==> src/rtl/ranger_array.sv <==
// Round-robin multi-sensor HC-SR04 ranger: per-slot trigger, echo timing, intensity levels.
// Optional DIST_SMOOTH_EN averages each complete width with the channel's previous one.
module ranger_array #(
    parameter int CLK_MHZ  = 40,
    parameter int CHANNELS = 2,
    parameter int SLOT_US  = 60000,
    parameter int TRIG_US  = 20,
    parameter int MAX_US   = 3552,
    parameter int LEVELS   = 8,
    parameter int CNT_W    = 16,
    parameter int LVL_W    = 4,
    localparam int CH_W    = (CHANNELS > 1) ? $clog2(CHANNELS) : 1
) (
    input  logic                      clk,
    input  logic                      reset,
    input  logic [CHANNELS-1:0]       echo,
    output logic [CHANNELS-1:0]       trig,
    output logic [CHANNELS*LVL_W-1:0] intensity,
    output logic                      valid,
    output logic [CH_W-1:0]           chan,
    output logic [CHANNELS-1:0]       timeout
);

    localparam int BIN = MAX_US / LEVELS;
    localparam int PW  = (CLK_MHZ > 1) ? $clog2(CLK_MHZ) : 1;
    localparam int WW  = CNT_W + 1;

    typedef enum logic [1:0] {TRIG, ARM, MEAS, DONE} state_t;

    state_t              state;
    logic [PW-1:0]       pre;
    logic                tick;
    logic [CHANNELS-1:0] s1, s2;
    logic                es;
    logic [CNT_W-1:0]    slot;
    logic [CNT_W-1:0]    width;
    logic [CH_W-1:0]     ch;
    logic                seen_low;
    logic                slot_end;
    logic                pend;
    logic                pend_ok;
    logic [CNT_W-1:0]    pend_w;
    logic [CH_W-1:0]     pend_ch;
    logic [WW-1:0]       weff;

    assign tick     = (pre == PW'(CLK_MHZ - 1));
    assign es       = s2[ch];
    assign slot_end = tick && (slot == CNT_W'(SLOT_US - 1));

    // Each threshold crossed drops the level by one; no divider needed.
    function automatic logic [LVL_W-1:0] quant(input logic [WW-1:0] w);
        logic [LVL_W-1:0] l;
        l = LVL_W'(LEVELS - 1);
        for (int k = 1; k < LEVELS; k++) begin
            if (w > WW'(BIN * k))
                l = l - 1'b1;
        end
        if (w == '0)
            l = '0;
        return l;
    endfunction

    always_ff @(posedge clk) begin
        if (reset) begin
            pre <= '0;
            s1  <= '0;
            s2  <= '0;
        end else begin
            pre <= tick ? '0 : pre + 1'b1;
            s1  <= echo;
            s2  <= s1;
        end
    end

    always_ff @(posedge clk) begin
        if (reset) begin
            state    <= TRIG;
            slot     <= '0;
            width    <= '0;
            ch       <= '0;
            seen_low <= 1'b0;
            pend     <= 1'b0;
            pend_ok  <= 1'b0;
            pend_w   <= '0;
            pend_ch  <= '0;
        end else begin
            pend <= 1'b0;
            if (slot_end) begin
                pend     <= 1'b1;
                pend_ok  <= (state == DONE) || (state == MEAS && !es);
                pend_w   <= width;
                pend_ch  <= ch;
                ch       <= (ch == CH_W'(CHANNELS - 1)) ? '0 : ch + 1'b1;
                slot     <= '0;
                state    <= TRIG;
                seen_low <= 1'b0;
            end else if (tick) begin
                slot <= slot + 1'b1;
                unique case (state)
                    TRIG: begin
                        if (slot == CNT_W'(TRIG_US - 1)) begin
                            state    <= ARM;
                            seen_low <= 1'b0;
                        end
                    end
                    // A pulse already high on arming is stale until seen low.
                    ARM: begin
                        if (!es)
                            seen_low <= 1'b1;
                        else if (seen_low) begin
                            state <= MEAS;
                            width <= '0;
                        end
                    end
                    MEAS: begin
                        if (!es)
                            state <= DONE;
                        else if (width != '1)
                            width <= width + 1'b1;
                    end
                    DONE: ;
                endcase
            end
        end
    end

`ifdef DIST_SMOOTH_EN
    logic [CNT_W-1:0]    hist [CHANNELS];
    logic [CHANNELS-1:0] hvld;
    logic [CNT_W-1:0]    hprev;
    logic                hv;

    always_comb begin
        hprev = '0;
        hv    = 1'b0;
        for (int i = 0; i < CHANNELS; i++) begin
            if (pend_ch == CH_W'(i)) begin
                hprev = hist[i];
                hv    = hvld[i];
            end
        end
        weff = hv ? ({1'b0, hprev} + {1'b0, pend_w} + WW'(1)) >> 1
                  : {1'b0, pend_w};
    end

    always_ff @(posedge clk) begin
        if (reset) begin
            hvld <= '0;
        end else if (pend) begin
            for (int i = 0; i < CHANNELS; i++) begin
                if (pend_ch == CH_W'(i)) begin
                    if (pend_ok) begin
                        hist[i] <= pend_w;
                        hvld[i] <= 1'b1;
                    end else begin
                        hvld[i] <= 1'b0;
                    end
                end
            end
        end
    end
`else
    assign weff = {1'b0, pend_w};
`endif

    always_ff @(posedge clk) begin
        if (reset) begin
            trig      <= '0;
            intensity <= '0;
            valid     <= 1'b0;
            chan      <= '0;
            timeout   <= '0;
        end else begin
            valid <= pend;
            trig  <= (state == TRIG) ? (CHANNELS'(1) << ch) : '0;
            if (pend) begin
                chan <= pend_ch;
                for (int i = 0; i < CHANNELS; i++) begin
                    if (pend_ch == CH_W'(i)) begin
                        intensity[i*LVL_W +: LVL_W] <= pend_ok ? quant(weff) : '0;
                        timeout[i] <= !pend_ok;
                    end
                end
            end
        end
    end

endmodule

==> config.mk <==
export PLATFORM = sky130hd
export DESIGN_NAME = ranger_array
export DESIGN_NICKNAME = d
export VERILOG_FILES = /design/src/rtl/ranger_array.sv
export SDC_FILE = /design/constraint.sdc
export NUM_CORES = 1
export LEC_CHECK = 0
export CAP_MARGIN = 25
export CORE_MARGIN = 2
export CORE_UTILIZATION = 54
export CTS_CLUSTER_SIZE = 8
export DETAILED_ROUTE_END_ITERATION = 7
export MAX_ROUTING_LAYER = met4
export PLACE_DENSITY = 0.82
export SYNTH_ARGS = -nofsm -noshare
export SYNTH_HDL_FRONTEND = slang
export SYNTH_SLANG_ARGS = --single-unit
==> constraint.sdc <==
create_clock -name clk -period 4 [get_ports clk]
set_input_delay 0.8 -clock clk [delete_from_list [all_inputs] [get_ports clk]]
set_output_delay 0.8 -clock clk [all_outputs]
set_load 0.01 [all_outputs]
==> flow_summary.toml <==
[sta]
setup_violations = 2
rsz0062_at_grt = "true"
max_slew.worst_pin.slew_ns = 0.695
hold_slack_ns = 0.443
hold_viol = 0
post-route-period-util_pct = 102
fin_skew_ns = 0.00890
slew_headroom_pct = 53.7
max_freq_mhz = 246
layout_setup_ws_ns = -0.0692
drv_slew = 0
finalCriticalPeriod_ns = 4.07

[setup_path]
cp-end-kind = "flop"
critPathKind = "reg2reg"
cp_data_arrival_time_ns = 4.34
crit_path_max_fanout = 3
start_kind = "flop"
worstPathRequired_ns = 4.28

[drt]
dr.pass1.iters = 5
initialDrtViolationCount = 247
antenna_left = 0
wl_per_cell_um = 15.5
wl_met1_mm = 3.91
vias = 3418
drc_errors = 0
met2WireLength_mm = 4.62
routed_wl_mm = 9.15
wl_met3_um = 350
viasPerCell = 5.80
dr.max_layer_used = "met4"

[final_layout]
stdcell_count = 589
final_nets = 503
final_util_pct = 65.1
diodes = 0
syn_to_final_growth_pct = 16.9
layout-drive-gt1-share_pct = 14.1

[hold_path]
hold_path.class = "reg2reg"

[job]
timing.max_cap.violations = 0

[clock_tree]
clockBufferDepth = 2
clkSinkCount = 79
clk_pin_slew_ns = 0.09
htree_levels = 3
hold_buffers = 0
root_buffer = "clkbuf_8"
tritoncts = "done"
clock_latency_ns = 0.36
cts_made_buffers = 9

[grt]
gr-total-overflow = 0
grt_pass1_vias = 3373
grt_first_pass_wirelength_mm = 15.4
grt_use_total_pct = 23.5
grt_max_degree = 25
antenna_found_initial = 0

[synth]
synth_top_area_share_pct = 39.3
synth_edf_count = 0
synth_cells = 461
synth_top_area_cell = "dfxtp_1"
yosys_warnings = 0
synth_ff_type = "dfxtp_1"
yosys-top-cells-area = "dfxtp_1, nor2_1, mux2i_1, xnor2_1, ha_1"
postSynthAreaPerCell_um2 = 8.72
yosys-top-cells-count = "dfxtp_1, nor2_1, nand2_1"
async_reset_ff_share_pct = 0
ys_seq_area_share_pct = 39.3
synth-seq-cells = 79
synthesis.nets = 479
synth_most_common_cell = "dfxtp_1"
ys_types = 67
mappedNetlistArea_mm2 = 0.00402

[floorplanning]
start_util_pct = 55.7
die_h_um = 90.3
io_pins = 18
core_area_mm2 = 0.00721
die_x_um = 90.3
die_area_mm2 = 0.00815
fp-row-count = 31

[placement]
routabilityCongestion = 0.844
portBuffers = 17
pre_cts_ws_ns = -0.0884
dpl.hpwl_mm = 6.08
dp_cells = 564

[run_status]
outcome = "complete, but fails checks"
violations = "setup timing"

[power_and_ir_drop]
p_leak_nw = 1.88
ir_worst_vdd_mv = 0.259
power_density_mw_per_mm2 = 322
## logic make-up after synthesis
group | count (synthesis) | synth area share (%)
fa+ha+maj | 14 | 4.36
flops | 79 | 39.3
mux | 23 | 5.76
compound gates | 73 | 12.9
buf+inv | 40 | 4.08
xor+xnor | 31 | 7.09
simple gates | 201 | 26.5
## cells in the final DEF, fill, tap and decap left out, types with 3 or more instances in the layout
cell / n
and3_1: 5
nor4_1: 8
a211oi_1: 3
nand2b_1: 6
o21ai_0: 16
nand2_1: 27
nand3_1: 15
nor2b_1: 7
nand4_1: 9
nor3b_1: 4
nor2_1: 63
xor2_1: 8
or2_2: 3
a21oi_1: 19
xnor2_1: 22
dfxtp_1: 77
buf_4: 21
inv_1: 14
o211a_1: 3
nor3_1: 14
clkbuf_8: 10
nand3b_1: 4
clkdlybuf4s50_1: 17
mux2i_1: 21
and4_1: 4
ha_1: 11
and2_1: 5
or3_1: 9
## critical path, cell delays in order, from the launching register on
cell      delay [ns]
dfxtp_4         0.35
or4_4           0.53
or3_4           0.41
a311oi_4        0.25
ha_1            0.31
inv_2           0.10
buf_4           0.11
xnor2_1         0.10
xnor2_1         0.25
inv_1           0.13
ha_4            0.29
nor2_2          0.04
a31oi_1         0.15
ha_2            0.22
nand3_2         0.09
o21ai_2         0.16
xnor3_1         0.15
nand2b_1        0.10
o31ai_1         0.23
## layer usage
metal | up-vias | GRT usage [%]
li1 | 1677 | -
met5 | - | -
met1 | 1626 | 27.7
met2 | 92 | 39.4
met3 | 23 | 3.84
met4 | 0 | 11.3
## state kept, by name (all words and copies together), names as in the netlist
| register | count |
|---|---|
| pre | 6 |
| pend_w | 16 |
| timeout | 2 |
| width | 16 |
| chan | 1 |
| seen_low | 1 |
| ch | 1 |
| trig | 2 |
| intensity | 8 |
| s2 | 2 |
| pend_ok | 1 |
| pend_ch | 1 |
| s1 | 2 |
| pend | 1 |
| state | 2 |
| slot | 16 |
| valid | 1 |
## power by group
| group | switching, mW | leakage [nW] | internal (mW) | total [mW] |
|---|---|---|---|---|
| Clock | 0.316 | 0.119 | 0.378 | 0.694 |
| Combinational | 0.0175 | 1.12 | 0.0107 | 0.0282 |
| Sequential | 0.00270 | 0.639 | 0.790 | 0.793 |
## per-stage QoR
stage	TNS (ns)	power, mW	cell area, um^2
floorplan	0	0.829	4020
global placement	0	0.838	4300
detailed placement	-0.154	0.840	4310
CTS	0	1.53	4560
global route	-0.426	1.56	4700
finish	-0.113	1.52	4700
## cell type report
cell class / instances / area (um^2)
inverters: 15 / 56.3
clock buffers: 10 / 138
repair buffers: 38 / 328
clock inverters: 6 / 97.6
flip-flops and latches: 79 / 1590
well taps: 99 / 124
multi-input cells: 342 / 2370
fillers: 589 / 2510
## timing repair
action                     in CTS  in global routing
pin swaps                       1                 10
gates resized for setup         3                 17
setup buffers                   1                  8
setup endpoints to repair       2                  4
## path summary, 6_finish.rpt
path	startpoint	to	slack, ns	cells past startpoint
setup / recovery	pend_w[15]$_SDFFE_PP0P_	intensity[2]$_SDFFE_PP0P_	-0.07	18
hold / removal	s1[0]$_SDFF_PP0_	s2[0]$_SDFF_PP0_	0.44	1
setup reg to reg	pend_w[15]$_SDFFE_PP0P_	intensity[2]$_SDFFE_PP0P_	-0.07	18
hold reg to reg	s1[0]$_SDFF_PP0_	s2[0]$_SDFF_PP0_	0.44	1
Power figures use the tool's default switching activity.
